## src/rtl/asrv32_sequencer_pkg.sv

```systemverilog
// Shared encodings for the ASRV32 multi-cycle sequencer: opcode bit indices,
// state/PC-select/cause codes and small decode helpers.
package asrv32_sequencer_pkg;

  localparam int OPCODE_WIDTH = 11;

  localparam int RTYPE  = 0;
  localparam int ITYPE  = 1;
  localparam int LOAD   = 2;
  localparam int STORE  = 3;
  localparam int BRANCH = 4;
  localparam int JAL    = 5;
  localparam int JALR   = 6;
  localparam int LUI    = 7;
  localparam int AUIPC  = 8;
  localparam int SYSTEM = 9;
  localparam int FENCE  = 10;

  typedef enum logic [2:0] {
    SEQ_FETCH     = 3'd0,
    SEQ_DECODE    = 3'd1,
    SEQ_EXECUTE   = 3'd2,
    SEQ_MEMORY    = 3'd3,
    SEQ_WRITEBACK = 3'd4,
    SEQ_TRAP      = 3'd5
  } seq_state_e;

  typedef enum logic [1:0] {
    PC_NEXT   = 2'b00,
    PC_TARGET = 2'b01,
    PC_JALR   = 2'b10,
    PC_TRAP   = 2'b11
  } pc_sel_e;

  localparam logic [3:0] CAUSE_ILLEGAL     = 4'd2;
  localparam logic [3:0] CAUSE_EBREAK      = 4'd3;
  localparam logic [3:0] CAUSE_LD_MISALIGN = 4'd4;
  localparam logic [3:0] CAUSE_ST_MISALIGN = 4'd6;
  localparam logic [3:0] CAUSE_ECALL       = 4'd11;

  localparam logic [OPCODE_WIDTH-1:0] OPCODE_ONE = {{(OPCODE_WIDTH-1){1'b0}}, 1'b1};

  function automatic logic is_onehot(input logic [OPCODE_WIDTH-1:0] op);
    return (op != {OPCODE_WIDTH{1'b0}}) && ((op & (op - OPCODE_ONE)) == {OPCODE_WIDTH{1'b0}});
  endfunction

  // CSR ops (SYSTEM with funct3 != 0) write rd; ECALL/EBREAK never reach writeback.
  function automatic logic writes_rd(input logic [OPCODE_WIDTH-1:0] op, input logic csr_op);
    return op[RTYPE] | op[ITYPE] | op[LOAD] | op[JAL] | op[JALR] |
           op[LUI] | op[AUIPC] | (op[SYSTEM] & csr_op);
  endfunction

endpackage

```

## src/rtl/asrv32_sequencer.sv

```systemverilog
// Multi-cycle control FSM for the ASRV32 core: fetch/decode/execute/memory/
// writeback stepping, trap generation and retired-instruction counting.
module asrv32_sequencer
  import asrv32_sequencer_pkg::*;
#(
  parameter bit TRAP_ON_FENCE = 1'b0
) (
  input  logic                    i_clk,
  input  logic                    i_rst_n,
  input  logic [OPCODE_WIDTH-1:0] i_opcode,
  input  logic [2:0]              i_funct3,
  input  logic                    i_imm0,
  input  logic                    i_branch_taken,
  input  logic                    i_mem_misaligned,
  output logic                    o_inst_req,
  input  logic                    i_inst_ack,
  output logic                    o_decode_ce,
  output logic                    o_alu_ce,
  output logic                    o_data_req,
  output logic                    o_data_we,
  input  logic                    i_data_ack,
  output logic                    o_rd_we,
  output logic                    o_pc_ce,
  output logic [1:0]              o_pc_sel,
  output logic                    o_trap,
  output logic [3:0]              o_trap_cause,
  output logic [31:0]             o_instret,
  output logic [2:0]              o_state
);

  seq_state_e              state_q,   state_d;
  logic [OPCODE_WIDTH-1:0] op_q,      op_d;
  logic                    taken_q,   taken_d;
  logic                    csr_q,     csr_d;
  logic [3:0]              cause_q,   cause_d;
  logic [31:0]             instret_q, instret_d;

  // Next-state logic; the opcode class and branch outcome are captured in EXECUTE.
  always_comb begin
    state_d   = state_q;
    op_d      = op_q;
    taken_d   = taken_q;
    csr_d     = csr_q;
    cause_d   = cause_q;
    instret_d = instret_q;
    case (state_q)
      SEQ_FETCH: begin
        if (i_inst_ack) state_d = SEQ_DECODE;
        else            state_d = SEQ_FETCH;
      end
      SEQ_DECODE: state_d = SEQ_EXECUTE;
      SEQ_EXECUTE: begin
        op_d    = i_opcode;
        taken_d = i_branch_taken;
        csr_d   = (i_funct3 != 3'd0);
        if (!is_onehot(i_opcode) || (i_opcode[FENCE] && TRAP_ON_FENCE)) begin
          state_d = SEQ_TRAP;
          cause_d = CAUSE_ILLEGAL;
        end else if (i_opcode[SYSTEM] && (i_funct3 == 3'd0)) begin
          state_d = SEQ_TRAP;
          cause_d = i_imm0 ? CAUSE_EBREAK : CAUSE_ECALL;
        end else if ((i_opcode[LOAD] || i_opcode[STORE]) && i_mem_misaligned) begin
          state_d = SEQ_TRAP;
          cause_d = i_opcode[LOAD] ? CAUSE_LD_MISALIGN : CAUSE_ST_MISALIGN;
        end else if (i_opcode[LOAD] || i_opcode[STORE]) begin
          state_d = SEQ_MEMORY;
        end else begin
          state_d = SEQ_WRITEBACK;
        end
      end
      SEQ_MEMORY: begin
        if (i_data_ack) state_d = SEQ_WRITEBACK;
        else            state_d = SEQ_MEMORY;
      end
      SEQ_WRITEBACK: begin
        instret_d = instret_q + 32'd1;
        state_d   = SEQ_FETCH;
      end
      SEQ_TRAP: state_d = SEQ_FETCH;
      default:  state_d = SEQ_FETCH;
    endcase
  end

  // State and bookkeeping registers with synchronous active-low reset.
  always_ff @(posedge i_clk) begin
    if (!i_rst_n) begin
      state_q   <= SEQ_FETCH;
      op_q      <= {OPCODE_WIDTH{1'b0}};
      taken_q   <= 1'b0;
      csr_q     <= 1'b0;
      cause_q   <= 4'd0;
      instret_q <= 32'd0;
    end else begin
      state_q   <= state_d;
      op_q      <= op_d;
      taken_q   <= taken_d;
      csr_q     <= csr_d;
      cause_q   <= cause_d;
      instret_q <= instret_d;
    end
  end

  // Moore output decode; reset masks everything so requests drop in the same cycle.
  always_comb begin
    o_inst_req   = 1'b0;
    o_decode_ce  = 1'b0;
    o_alu_ce     = 1'b0;
    o_data_req   = 1'b0;
    o_data_we    = 1'b0;
    o_rd_we      = 1'b0;
    o_pc_ce      = 1'b0;
    o_pc_sel     = PC_NEXT;
    o_trap       = 1'b0;
    o_trap_cause = 4'd0;
    o_instret    = 32'd0;
    o_state      = 3'd0;
    if (i_rst_n) begin
      o_state      = state_q;
      o_trap_cause = cause_q;
      o_instret    = instret_q;
      case (state_q)
        SEQ_FETCH:   o_inst_req  = 1'b1;
        SEQ_DECODE:  o_decode_ce = 1'b1;
        SEQ_EXECUTE: o_alu_ce    = 1'b1;
        SEQ_MEMORY: begin
          o_data_req = 1'b1;
          o_data_we  = op_q[STORE];
        end
        SEQ_WRITEBACK: begin
          o_pc_ce = 1'b1;
          o_rd_we = writes_rd(op_q, csr_q);
          if (op_q[JALR])                             o_pc_sel = PC_JALR;
          else if (op_q[JAL] || (op_q[BRANCH] && taken_q)) o_pc_sel = PC_TARGET;
          else                                        o_pc_sel = PC_NEXT;
        end
        SEQ_TRAP: begin
          o_trap   = 1'b1;
          o_pc_ce  = 1'b1;
          o_pc_sel = PC_TRAP;
        end
        default: o_inst_req = 1'b0;
      endcase
    end else begin
      o_state = 3'd0;
    end
  end

endmodule

```

## config.mk

```make
export PLATFORM = sky130hd
export DESIGN_NAME = asrv32_sequencer
export DESIGN_NICKNAME = d
export VERILOG_FILES = /design/src/rtl/asrv32_sequencer_pkg.sv /design/src/rtl/asrv32_sequencer.sv
export SDC_FILE = /design/constraint.sdc
export NUM_CORES = 1
export LEC_CHECK = 0
export ABC_AREA = 1
export CORE_ASPECT_RATIO = 1.1
export CORE_MARGIN = 3
export CORE_UTILIZATION = 30
export CTS_BUF_LIST = sky130_fd_sc_hd__clkbuf_8
export DETAILED_ROUTE_END_ITERATION = 10
export PLACE_DENSITY_LB_ADDON = 0.25
export SYNTH_ARGS = -nofsm -noshare
export SYNTH_HDL_FRONTEND = slang
export SYNTH_SLANG_ARGS = --single-unit
```

## constraint.sdc

```tcl
create_clock -name i_clk -period 2.09 [get_ports i_clk]
set_input_delay 0.5225 -clock i_clk [delete_from_list [all_inputs] [get_ports i_clk]]
set_output_delay 0.5225 -clock i_clk [all_outputs]
set_load 0.02 [all_outputs]
```

Yosys cells after proc, flatten, opt, wreduce, memory -nomap -nowiden

Cells that the tools add are included.

Output and inout bits: 49
Bits in registers: 51
Logic and storage cells: 71
Input bits: 21

Reductions and logical operators: 13
Bitwise operators: 9
Mux-type cells: 35
Add/sub/neg operators: 2
Equality and inequality tests: 6

Operators by type and width:

| kind                    | count |
|---|---|
| $add A32 B1 Y32 const B | 1 |
| $mux W32                | 1 |
| $mux W4                 | 5 |
| $mux W1                 | 18 |
| $mux W3                 | 6 |
| $pmux W3 S4             | 1 |
| $and A11 B11 Y11        | 1 |
| $logic_not A11 Y1       | 1 |
| $reduce_bool A11 Y1     | 1 |
| $sub A11 B1 Y11 const B | 1 |
| $or A1 B1 Y1            | 7 |
| $eq A3 B2 Y1 const B    | 2 |
| $eq A3 B3 Y1 const B    | 2 |
| $logic_not A3 Y1        | 2 |
| $mux W2                 | 3 |
| $logic_and A1 B1 Y1     | 4 |
| $pmux W2 S2             | 1 |
| $eq A3 B1 Y1 const B    | 1 |
| $ne A3 B1 Y1 const B    | 1 |
| $reduce_bool A3 Y1      | 1 |
| $logic_or A1 B1 Y1      | 2 |
| $reduce_and A2 Y1       | 1 |
| $reduce_or A2 Y1        | 1 |
| $and A1 B1 Y1           | 1 |

Longest topological paths before layout

Gate-level depths: netlist of run 1.

Word-level depth: 9
Mapped depth: 11
Mapped depth without buffers: 11

Least setup slack after synthesis of run 1

OpenSTA, ideal clock, no wires.

Path type: in2out
Start point: input i_rst_n
End point: output o_rd_we
Arrival time: 1.742 ns
Setup slack: -0.174 ns
Data required time: 1.567 ns
Stages: 4
Path buffers: 2
Cell sequence: clkbuf_1 > clkinv_1 > clkbuf_1 > nor3_1

Longest elaborated chain between the ends: 1

RTL lines:

| what               | RTL line                | RTL |
|---|---|---|
| start: declaration | asrv32_sequencer.sv:9   | `input logic i_rst_n,` |
| $mux W1            | asrv32_sequencer.sv:117 | `if (i_rst_n) begin` |
| end: declaration   | asrv32_sequencer.sv:22  | `output logic o_rd_we,` |

No other way between the ends.

Final worst setup path of run 1

Start point: register state_q[1]
End point: output o_data_we

Longest elaborated chain between the ends: 3

RTL lines:

| what                     | RTL line                | RTL |
|---|---|---|
| start: declaration       | asrv32_sequencer.sv:31  | `seq_state_e state_q, state_d;` |
| start signal: assignment | asrv32_sequencer.sv:94  | `state_q <= state_d;` |
| $eq A3 B2 Y1             | asrv32_sequencer.sv:121 | `case (state_q)` |
| $mux W1                  | asrv32_sequencer.sv:121 |  |
| $mux W1                  | asrv32_sequencer.sv:117 |  |
| end: declaration         | asrv32_sequencer.sv:20  | `output logic o_data_we,` |

No other way between the ends.

==> out/metrics.yaml, run 1 <==
final_layout:
  fillCellCount: 1123
  final-instance-count-excl-fill: 754
  antenna_cells: 0
  syn_to_final_growth_pct: 37.7
  fin_util_pct: 43.4
  drive_above_1_share_pct: 15.0
  nets: 635
synthesis:
  ys_async_sr_fraction_pct: 0
  ys_seq_elements: 51
  synth_top_area_cell: "dfxtp_1"
  synth.most_common_cell: "nand2_1"
  syn_inst: 513
  synthTopCellsByArea: "dfxtp_1 (32%), nand2_1 (16%), inv_1 (11%)"
  ys_seq_area_share_pct: 32.2
  syn_area_um2: 3180
  synth_edf_count: 0
  synth_nets: 535
  ys.flop_type: "dfxtp_1"
  synth_area_per_cell_um2: 6.19
  synth_top_area_share_pct: 32.2
  ys_types: 36
  yosys-top-cells-count: "nand2_1 (134), inv_1 (90), nor2_1 (52)"
  ys_warn_count: 0
floorplan:
  fp.coreArea_um2: 10100
  dieArea_um2: 11900
  ios: 70
  die_h_um: 114
  rows: 38
  die_w_um: 104
  initial_utilization_pct: 31.5
critical_path:
  end_kind: "primary output"
  start_kind: "register"
  cp.required_ns: 1.57
  crit_type: "register to primary output"
  crit_fanout: 5
  cp_data_arrival_time_ns: 1.48
clock_network:
  clk_pin_slew_ns: 0.10
  cts_max_level: 2
  clk_latency_ns: 0.31
  clkSinkCount: 51
  cts_tree: "done"
  cts_root_buffer: "clkbuf_8"
  cts_hold_buf: 0
  post-cts-setup-buffer-count: 0
  cts_buffers: 5
  cts_buffer_depth: 2
sta:
  tightest_slew_ns: 0.434
  max_slew_margin_pct: 70.8
  maxSlewViolCount: 0
  setup-tns-final_ns: 0
  hold_viol: 0
  setup_viol: 0
  fin_crit_ns: 2.00
  worst_clock_skew_ns: 0.0116
  fmax_ghz: 0.500
  rsz0062_at_grt: "false"
  layout_setup_ws_ns: 0.0893
  fin_crit_sh_pct: 95.7
drt:
  avgRoutedWirePerCell_um: 11.6
  wl_um: 8720
  drcViolationCount: 0
  drtIter0Drc: 97
  viasPerCell: 4.49
  firstDrtPassIters: 5
  antenna_left: 0
  via_count: 3388
power_and_ir_drop:
  p_leak_nw: 2.20
  vdd_drop_max_v: 0.000283
  power_density_nw_per_um2: 476
  power.total_mw: 2.08
grt:
  grt_max_degree: 23
  grt_pass1_vias: 3238
  grt_usage_pct: 14.7
  antenna_found_initial: 0
  grt_pass1_wl_um: 14500
  grt-ovfl-total: 0
placement:
  gp_congestion: 0.862
  io_buffer_count: 69
  placed_cells: 745
  place_worst_setup_slack_ns: -0.219
  dp_hpwl_um: 6800
job:
  drv_cap: 0
worst_hold_path:
  hp-class: "register to register"
status:
  outcome: "finished clean"
-- where the power goes --
part | internal, mW | switching, mW
sequential | 1.00 | 0.0201
clock | 0.394 | 0.350
combinational | 0.137 | 0.180
-- layout by cell type, fill, tap and decap left out, types with 3 or more instances in the layout --
cell type        synthesis  layout
nor2_2                   8      10
o21a_1                   3       3
inv_2                    5       5
nand3_1                 19      19
a21oi_2                  0       3
nand2_1                134     134
nand3b_1                 4       4
o21ai_1                  3       3
inv_1                   90      90
clkbuf_8                 0       6
dlygate4sd2_1            0      42
xnor2_1                  4       4
clkbuf_2                 0       6
xor2_1                   4       4
buf_4                    0      36
nand2_2                  6       6
o21ai_0                 22      22
clkdlybuf4s50_1          0      19
dfxtp_1                 51      51
nor2_4                   3       3
a21oi_1                 41      38
nand4_1                  9       9
nor3_1                  20      18
nor3_2                   4       6
nor2_1                  52      50
-- registers in the layout, summed over array words and instances (netlist names) --
name and count:
state_q 3, csr_q 1, op_q 10, cause_q 4
taken_q 1, instret_q 32
-- kinds of logic (layout without fill, tap and decap cells) --
logic type,count (synthesis),in the layout,synth area share (%)
flops,51,51,32.2
fa+ha+maj,1,1,0.394
xor+xnor,8,8,2.21
buf+inv,109,210,12.9
simple gates,272,272,40.5
compound gates,72,72,11.9
-- per-layer routing --
layer | vias up | track usage (%) | share of wire, %
met5 | - | 0 | 0
met4 | 0 | 2.84 | 0.83
met3 | 8 | 3.28 | 4.7
met2 | 78 | 28.3 | 51
met1 | 1497 | 16.6 | 43
li1 | 1805 | - | -
-- timing repair --
item,CTS,global route
setup endpoints to repair,48,10
pin swaps,0,1
resized for setup,50,14
gates cloned,1,0
-- cell type report --
cell class,count,area [um^2],share of cell area (%)
repair buffers,106,923,21.1
clock buffers,6,82.6,1.89
multi-input cells,353,1770,40.5
inverters,96,360,8.24
well taps,140,175,4.01
clock inverters,2,38.8,0.887
flip-flops and latches,51,1020,23.4
-- per-stage QoR --
stage	hold slack, ns	instance area [um^2]
2_1_floorplan	0.425	3200
3_5_place_dp	0.453	4290
3_3_place_gp	0.442	4290
5_1_grt	0.486	4370
4_1_cts	0.467	4390
6_report	0.465	4370
-- final timing paths --
check                                   from            end  slack, ns  depth (start not counted)
worst min-delay path                 taken_q        taken_q       0.46                          2
worst max register to register  instret_q[0]  instret_q[30]       0.24                         10
worst min register to register       taken_q        taken_q       0.46                          2
worst max-delay path              state_q[1]      o_data_we       0.09                          4
-- worst max-delay path, stage by stage (launching register included) --
cell,delay [ns]
dfxtp_1,0.43
nand2_1,0.12
buf_4,0.16
nor3_2,0.09
dlygate4sd2_1,0.36
Power figures use the tool's default switching activity.
==> inputs of run 2 (changes only) <==
--- a/config.mk
+++ b/config.mk
@@ -8,7 +8,7 @@
 export ABC_AREA = 1
 export CORE_ASPECT_RATIO = 1.1
 export CORE_MARGIN = 3
-export CORE_UTILIZATION = 30
+export CORE_UTILIZATION = 40
 export CTS_BUF_LIST = sky130_fd_sc_hd__clkbuf_8
 export DETAILED_ROUTE_END_ITERATION = 10
 export PLACE_DENSITY_LB_ADDON = 0.25
==> constraint.sdc (replaced) <==
create_clock -name i_clk -period 2.38 [get_ports i_clk]
set_input_delay 0.595 -clock i_clk [delete_from_list [all_inputs] [get_ports i_clk]]
set_output_delay 0.595 -clock i_clk [all_outputs]
set_load 0.02 [all_outputs]
==> out/metrics.yaml, run 2 (same netlist as run 1, synthesis figures left out) <==
sta:
  fmax_ghz: 0.431
  setup-tns-final_ns: 0  # unchanged
  max_slew_margin_pct: 72.3  # +1.4 points
  fin_crit_ns: 2.32
  fin_crit_sh_pct: 97.4
  rsz0062_at_grt: "false"
  setup_viol: 0  # unchanged
  maxSlewViolCount: 0  # unchanged
  hold_viol: 0  # unchanged
  tightest_slew_ns: 0.413  # -0.0214 ns
  worst_clock_skew_ns: 0.00865  # -0.00294 ns
grt:
  grt-ovfl-total: 0  # unchanged
  antenna_found_initial: 0  # unchanged
  grt_usage_pct: 18.5  # +3.8 points
  grtUsageMet1_pct: 21.6  # +5.0 points
  grt_pass1_vias: 3281  # +1.3%
  grt-busiest-layer: "met2"
  met2_usage_pct: 34.3  # +6.0 points
  grt_max_degree: 29  # +26%
  grt_pass1_wl_um: 14300  # -1.6%
  grt_util_met3_pct: 3.25  # -0.030 points
final_layout:
  fillCellCount: 808  # -28%
  final-instance-count-excl-fill: 702  # -6.9%
  fin_util_pct: 55.2  # +12 points
  nets: 619  # -2.5%
  drive_above_1_share_pct: 10.7  # -4.3 points
  largest_reg_flops: 32  # unchanged
  largest_register: "instret_q"
  antenna_cells: 0  # unchanged
  mostFrequentLayoutCells: "nand2_1 (134), inv_1 (90), nor2_1 (52), dfxtp_1 (50), a21oi_1 (41)"
  top_regs: "instret_q (32), op_q (10), cause_q (4)"
  syn_to_final_growth_pct: 32.1
  mostFrequentLayoutCell: "nand2_1"
drt:
  via_count: 3362  # -0.77%
  avgRoutedWirePerCell_um: 11.6  # +0.38%
  viasPerCell: 4.79  # +6.6%
  drcViolationCount: 0  # unchanged
  wl_um: 8150  # -6.5%
  drtIter0Drc: 102  # +5.2%
  firstDrtPassIters: 4  # -1
  antenna_left: 0  # unchanged
placement:
  gp_congestion: 0.868  # +0.61%
  io_buffer_count: 69  # unchanged
  placed_cells: 695  # -6.7%
  dp_hpwl_um: 6640  # -2.4%
clock_network:
  cts_buffers: 5  # unchanged
  cts_buffer_depth: 2  # unchanged
  cts_max_level: 2  # unchanged
  clk_pin_slew_ns: 0.09  # about the same
  clkSinkCount: 51  # unchanged
  cts_hold_buf: 0  # unchanged
  cts_tree: "done"
  cts_root_buffer: "clkbuf_8"
  clk_latency_ns: 0.30  # about the same
floorplan:
  initial_utilization_pct: 41.8  # +10 points
  ios: 70  # unchanged
  dieArea_um2: 9050  # -24%
  rows: 33  # -13%
  fp.coreArea_um2: 7600  # -25%
  die_w_um: 91.0  # -13%
  die_h_um: 99.5  # -13%
power_and_ir_drop:
  p_leak_nw: 2.15  # -2.4%
  vdd_drop_max_v: 0.000226  # -20%
  power.total_mw: 1.74  # -16%
  power_density_nw_per_um2: 416  # -13%
critical_path:
  end_kind: "primary output"
  crit_fanout: 5  # unchanged
  cp.required_ns: 1.78  # +0.21 ns
  r2r_setup_slack_ns: 0.52  # +0.28 ns
  cp_data_arrival_time_ns: 1.72  # +0.24 ns
  crit_type: "input port to primary output"
  start_kind: "input port"
status:
  outcome: "finished clean"
worst_hold_path:
  hp-class: "register to register"
job:
  drv_cap: 0  # unchanged
==> run 2: through the flow <==
stage	worst slack, ns	area [um^2]	hold slack [ns]
5_1_grt	0.00449	4190	0.513
3_3_place_gp	-0.0223	4120	0.439
6_report	0.0615	4190	0.472
4_1_cts	0.00422	4180	0.476
2_1_floorplan	0.0317	3180	0.425
3_5_place_dp	-0.0472	4120	0.461
==> run 2: path summary, 6_finish.rpt <==
path / start / endpoint / depth (start not counted)
min reg2reg: op_q[2] / op_q[2] / 2
min: op_q[2] / op_q[2] / 2
max: i_rst_n / o_data_req / 5
max reg2reg: instret_q[0] / instret_q[30] / 10
==> run 2: report_power, final <==
group | leakage (nW) | total (mW) | internal [mW] | switching (mW)
combinational | 1.69 | 0.255 | 0.107 | 0.148
clock | 0.0502 | 0.590 | 0.308 | 0.283
sequential | 0.413 | 0.898 | 0.879 | 0.0191
==> run 2: repair_timing <==
item,in CTS,in global routing
resized for setup,38,6
setup buffers,0,0
setup endpoints to repair,38,6
==> run 2: area by class of cell <==
type / count / area [um^2] / area share, %
multi-input cells: 353 / 1750 / 41.7
repair buffers: 90 / 825 / 19.7
inverters: 96 / 360 / 8.59
clock buffers: 5 / 68.8 / 1.64
well taps: 105 / 131 / 3.13
flip-flops and latches: 51 / 1020 / 24.4
clock inverters: 2 / 37.5 / 0.895
==> run 2: critical path, cell delays in order <==
cell             delay [ns]
buf_2                  0.16
buf_4                  0.16
nand2_1                0.08
nor2_1                 0.12
clkdlybuf4s50_1        0.61
==> run 2: metal layers <==
| layer | share of wire, % | vias to the layer above |
|---|---|---|
| met5 | 0 | - |
| met4 | 2.0 | 0 |
| met3 | 4.2 | 14 |
| met2 | 50 | 86 |
| met1 | 44 | 1497 |
| li1 | - | 1765 |
